`src/rtl/pipeline_run_ctrl.sv`:
```
// pipeline_run_ctrl: run/step/pause/clear sequencer that drains the MIPS pipeline on HALT and gates PC and stage enables.
module pipeline_run_ctrl #(
  parameter int DRAIN_CYCLES = 3,
  parameter int CW = 32
) (
  input  logic          clk,
  input  logic          reset,
  input  logic          cmd_valid,
  input  logic [1:0]    cmd,
  output logic          cmd_ready,
  input  logic          halt_id,
  output logic          pc_en,
  output logic          pipe_en,
  output logic          ifid_bubble,
  output logic          pipe_flush,
  output logic          step_ack,
  output logic          done,
  output logic [2:0]    state,
  output logic [CW-1:0] cycle_count
);
  localparam int DW = DRAIN_CYCLES > 1 ? $clog2(DRAIN_CYCLES) : 1;
  localparam logic [2:0] IDLE = 3'd0, RUN = 3'd1, STEP = 3'd2, DRAIN = 3'd3, DONE = 3'd4;
  localparam logic [1:0] CMD_RUN = 2'd0, CMD_STEP = 2'd1, CMD_PAUSE = 2'd2, CMD_CLEAR = 2'd3;

  logic [2:0] nextState;
  logic [DW-1:0] drainCnt;
  logic accept, isClear;

  assign accept = cmd_valid && cmd_ready;
  assign isClear = accept && cmd == CMD_CLEAR;

  // cmd_ready is only high in IDLE/RUN/DONE, so every accepted CLEAR flushes
  always_ff @(posedge clk) begin
    if (reset) begin
      state       <= IDLE;
      drainCnt    <= '0;
      pipe_flush  <= 1'b0;
      step_ack    <= 1'b0;
      cycle_count <= '0;
    end else begin
      state       <= nextState;
      drainCnt    <= (nextState == DRAIN && state != DRAIN) ? DW'(DRAIN_CYCLES - 1) :
                     (state == DRAIN && drainCnt != '0) ? drainCnt - DW'(1) : drainCnt;
      pipe_flush  <= isClear;
      step_ack    <= state == STEP && !halt_id;
      cycle_count <= isClear ? '0 :
                     (pipe_en && cycle_count != '1) ? cycle_count + CW'(1) : cycle_count;
    end
  end

  always_comb begin
    nextState = state;
    case (state)
      IDLE:    nextState = !accept ? IDLE : cmd == CMD_RUN ? RUN : cmd == CMD_STEP ? STEP : IDLE;
      RUN:     nextState = isClear ? IDLE : halt_id ? DRAIN : (accept && cmd == CMD_PAUSE) ? IDLE : RUN;
      STEP:    nextState = halt_id ? DRAIN : IDLE;
      DRAIN:   nextState = drainCnt == '0 ? DONE : DRAIN;
      DONE:    nextState = isClear ? IDLE : DONE;
      default: nextState = IDLE;
    endcase
  end

  always_comb begin
    pipe_en     = state == RUN || state == STEP || state == DRAIN;
    pc_en       = state == RUN || state == STEP;
    ifid_bubble = state == DRAIN;
    done        = state == DONE;
    cmd_ready   = state == IDLE || state == RUN || state == DONE;
  end
endmodule

```
`config.mk`:
```
export PLATFORM = sky130hd
export DESIGN_NAME = pipeline_run_ctrl
export DESIGN_NICKNAME = d
export VERILOG_FILES = /design/src/rtl/pipeline_run_ctrl.sv
export SDC_FILE = /design/constraint.sdc
export NUM_CORES = 1
export LEC_CHECK = 0
export ABC_AREA = 1
export CORE_MARGIN = 5
export CORE_UTILIZATION = 45
export DETAILED_ROUTE_END_ITERATION = 7
export GPL_TIMING_DRIVEN = 0
export PLACE_DENSITY = 0.71
export RECOVER_POWER = 50
export SLEW_MARGIN = 20
export SYNTH_ARGS = -nofsm -noshare
export SYNTH_HDL_FRONTEND = slang
export SYNTH_SLANG_ARGS = --single-unit
```
`constraint.sdc`:
```
create_clock -name clk -period 2.91 [get_ports clk]
set_input_delay 0.291 -clock clk [delete_from_list [all_inputs] [get_ports clk]]
set_output_delay 0.291 -clock clk [all_outputs]
set_load 0.02 [all_outputs]
```
After elaboration in Yosys (flattened, before gate mapping)
Cells that the tools add are included.

Add/sub/neg operators: 2. Equality and inequality tests: 10. Muxes and demuxes: 12. Reduce and logical (&&, ||, !) cells: 19.

Operators by type and width (number): $add 32x1->32 const B (1); $ne 32x32->1 const B (1); $mux 2 (8); $pmux 3 s5 (1); $eq 3x2->1 const B (3); $logic_and 1x1->1 (7); $mux 3 (2); $eq 2x2->1 const B (2); $logic_not 2->1 (2); $logic_or 1x1->1 (4); $reduce_bool 2->1 (2); $reduce_or 2->1 (2); $eq 3x1->1 const B (1); $eq 3x3->1 const B (1); $logic_not 3->1 (1); $ne 3x2->1 const B (1); $eq 2x1->1 const B (1); $sub 2x1->2 const B (1); $logic_not 1->1 (1); $mux 1 (1).

Register bits: 39. Input bits: 6. Output and inout port bits: 42. Logic and storage cells: 49.

Depth between registers and ports, before layout
Word-level depth: 12. Gate-level depth with buffers: 11. Depth with buffers taken out: 11.

Worst setup path before layout
OpenSTA, ideal clock, no wires.

Path kind: reg-to-reg. Start: reg state[1]. End: reg cycle_count[10]. Library setup time: 0.118 ns. Arrival: 1.824 ns. Data required time: 2.792 ns. Path slack: 0.968 ns. Cell stages (with the launch flop): 9. Buffers on the path: 3. Period minus slack after synthesis: 1.942 ns. Cell sequence: dfxtp_1 > buf_2 > a21oi_1 > nand4_1 > and2_1 > clkbuf_1 > inv_2 > buf_4 > a21oi_2.

Word-level cells in the longest chain between the ends: 6. Elaborated cells between the ends (all ways): 13. Those cells by class: eq/ne (4); reduce/logical (9).

Ends and longest elaborated chain: start, declared (line 18) `output logic [2:0] state,`; start signal, assigned (line 41) `state <= nextState;`; $eq 3x1->1 / $logic_not 3->1 (equally long branches) (line 68) `cmd_ready = state == IDLE || state == RUN || state == DONE;`; $logic_or 1x1->1 (line 68); $logic_or 1x1->1 * (line 68); net cmd_ready (line 10) `output logic cmd_ready,`; $logic_and 1x1->1 * (line 29) `assign accept = cmd_valid && cmd_ready;`; $logic_and 1x1->1 * (line 30) `assign isClear = accept && cmd == CMD_CLEAR;`; $reduce_or 2->1 (no line) *; end signal, assigned (line 46) `cycle_count <= isClear ? '0 :`; end, declared (line 19) `output logic [CW-1:0] cycle_count`.

Mark *: on every way through the listed nets, which the timed path passes. The rest lies on a longest branch. A chain may end at the register's enable or synchronous reset.

Final worst setup path
Start: reg state[1]. End: out pipe_en.

Word-level cells in the longest chain between the ends: 3. Elaborated cells between the ends (all ways): 5. Those cells by class: eq/ne (3); reduce/logical (2).

Ends and longest elaborated chain: $eq 3x1->1 / $eq 3x2->1 (equally long branches) (line 64) `pipe_en = state == RUN || state == STEP || state == DRAIN;`; $logic_or 1x1->1 (line 64); $logic_or 1x1->1 * (line 64); end, declared (line 13) `output logic pipe_en,`.

Every way passes the cells marked *; elsewhere a longest branch is shown, timed or not.

==> results_dict.tcl <==
set metrics [dict create \
    outcome "finished clean" \
    crit_slowest_cell "clkdlybuf4s50_1" \
    critical_path_arrival_ns 2.02 \
    wirelength_um 6350 \
    rsz0062_at_grt "no" \
    dp_hpwl_um 4990 \
    cts_buffers 5 \
    drcViolationCount 0 \
    ys_seq_area_share_pct 30.9 \
    ios 48 \
    synth_top_cell_by_area "dfxtp_1" \
    yosysMostFrequentCell "nand2_1" \
    antenna_found_initial 0 \
    path_clk_slew_ns 0.08 \
    cts_root_buf "clkbuf_8" \
    synth_seq_cells 39 \
    yosysUniqueCellTypes 30 \
    p_leak_nw 1.27 \
    cp_top_family "buffers and inverters" \
    gr-total-overflow 0 \
    clk_latency_ns 0.30 \
    path_common_cell "nor2_1" \
    post-place-ws_ns 0.897 \
    syn_to_final_growth_pct 26.8 \
    die_x_um 85.0 \
    period_share_pct 79.4 \
    reg2reg_to "cycle_count[25]" \
    finalNetCount 464 \
    crit_required_ns 2.62 \
    synth_top_area_share_pct 30.9 \
    max-slew-margin-rel_pct 74.0 \
    path_class "flop to primary output" \
    maxSlewViolCount 0 \
    drt_iter0_drc 155 \
    syn-num-nets 410 \
    post_drt_via_cell_ratio 4.91 \
    grt_pass1_wl_um 11200 \
    drtAntennaViolNets 0 \
    synth_cells 402 \
    power_density_nw_per_um2 373 \
    layout_setup_ws_ns 0.599 \
    fill_cells 569 \
    place_area_um2 3090 \
    fin_crit_ns 2.31 \
    synth-edff-count 0 \
    max_freq_ghz 0.433 \
    hold_viol 0 \
    cts.path.max_buffers 2 \
    holdWs_ns 0.508 \
    antenna_cells 0 \
    vdd_drop_max_uv 179 \
    r2r_slack_ns 0.91 \
    syn_area_per_cell_um2 6.29 \
    core-area_um2 5470 \
    cts.sinks 39 \
    grt_pass1_vias 2538 \
    synth_warnings 0 \
    worstSetupPathDepth 4 \
    cts_setup_buffers 0 \
    r2r_cells 11 \
    finalNonFillerCells 529 \
    htreeDepth 2 \
    dpl.cell_count 521 \
    r2r-start "cycle_count[0]" \
    stdcell_area_um2 3210 \
    endpoint_kind "primary output" \
    setup_tns_ns 0 \
    post_cts_resized 0 \
    synth_top_cells_by_count "157 x nand2_1, 62 x nor2_1, 39 x dfxtp_1, 34 x inv_1, 20 x a21oi_2" \
    die_h_um 85.0 \
    vias 2595 \
    worstHoldPathType "flop to flop" \
    fin_skew_ns 0.00550 \
    gp_congestion 0.900 \
    cap_violations 0 \
    cp_max_fo 8 \
    holdBufCountCts 0 \
    path_cells "clkbuf_1 -> nor2_1 -> nor2_1 -> clkdlybuf4s50_1" \
    ff_latch_area_um2 781 \
    wl_per_cell_um 12.0 \
    dr.pass1.iters 4 \
    cp-startpoint "state[1]" \
    setup_viol 0 \
    cts_tree "built" \
    rows 27 \
    grt_max_degree 13 \
    synth_top_cells_by_area "dfxtp_1 31%, nand2_1 23%, nor2_1 9.2%, a21oi_2 6.9%, inv_1 5.0%" \
    multi_input_area_um2 1540 \
    start_util_pct 46.2 \
    crit_buf_inv 2 \
    drive_gt1_share_pct 10.7 \
    crit_path_end "pipe_en" \
    netlist_area_um2 2530 \
    async_reset_ff_share_pct 0 \
    synth_ff_type "dfxtp_1" \
    tightestPinTransition_ns 0.389 \
    critical_path.max_stage_delay_ns 0.69 \
    port_buffers 47 \
    dieArea_um2 7220 \
    startpoint_type "flop" \
    grt_usage_pct 18.8 \
]
metrics by stage:
stage	total power (W)	util, %
after floorplan	0.000669	-
after global placement	0.000727	56.4
after detailed placement	0.000729	56.4
after CTS	0.00121	58.6
after global routing	0.00125	58.6
final	0.00120	58.6
layout make-up:
type                            count  share of cell area (%)
Multi-Input combinational cell    318                    48.0
Sequential cell                    39                    24.4
Timing Repair Buffer               47                    14.7
Inverter                           36                    4.22
Tap cell                           72                    2.81
Clock buffer                        6                    2.58
Buffer                              9                    2.30
Clock inverter                      2                    1.09
report_power, final:
| group | switching (W) | internal (W) | total [W] |
|---|---|---|---|
| clock | 0.000204 | 0.000278 | 0.000481 |
| sequential | 0.00000811 | 0.000540 | 0.000548 |
| combinational | 0.000104 | 0.0000617 | 0.000165 |
worst reg2reg max path, stage by stage, from the launching register on:
cell and delay [ns]:
dfxtp_1 0.47, ha_1 0.24, nand2_2 0.10, nor2_4 0.19
nand2_4 0.12, nor2_8 0.16, nand2_4 0.07, nand2_2 0.07
inv_2 0.09, buf_2 0.21, nand2_1 0.11, a21oi_2 0.05
worst min path at each step:
| stage | end | depth (start not counted) | start |
|---|---|---|---|
| finish | cycle_count[3] | 2 | cycle_count[3] |
| global route | cycle_count[3] | 2 | cycle_count[3] |
| CTS | cycle_count[3] | 2 | cycle_count[3] |
| detailed placement | cycle_count[3] | 2 | cycle_count[3] |
| global placement | cycle_count[3] | 2 | cycle_count[3] |
| floorplan | state[0] | 1 | reset |
layer usage:
metal,GRT usage (%),share of wire [%],up-vias
met4,7.05,1.8,0
met2,31.4,47,58
li1,-,-,1360
met5,0,0,-
met3,3.69,6.0,12
met1,23.8,45,1165
sequential cells by signal (all words and copies together) (netlist names):
signal	flops
step_ack	1
drainCnt	2
state	3
cycle_count	32
pipe_flush	1
kinds of logic (layout without fill, tap and decap cells):
| family | after synthesis | in the layout | share of synthesized area (%) |
|---|---|---|---|
| XOR/XNOR | 16 | 16 | 5.54 |
| buffers and inverters | 45 | 100 | 8.31 |
| flip-flops | 39 | 39 | 30.9 |
| AO/OA/AOI/OAI | 39 | 39 | 10.9 |
| adder cells (fa/ha/maj) | 2 | 2 | 0.989 |
| AND/OR/NAND/NOR | 261 | 261 | 43.3 |
layout by cell type, fill, tap and decap left out, types with 2 or more instances in the layout:
master and n:
nor2_1 62, buf_8 2, dlygate4sd3_1 33, clkdlybuf4s50_1 14, inv_1 34, clkbuf_8 6
xnor2_1 4, nand2_4 2, nand2_2 5, buf_4 2, nor3_1 4, buf_2 2
a21oi_1 13, ha_1 2, xor2_1 12, nand2_1 157, inv_2 2, o21ai_0 3
clkbuf_1 2, nand3_1 19, nor2_4 3, dfxtp_1 39, a21oi_2 20, nand4_1 4
No activity file was read; power rests on OpenSTA's default activity.
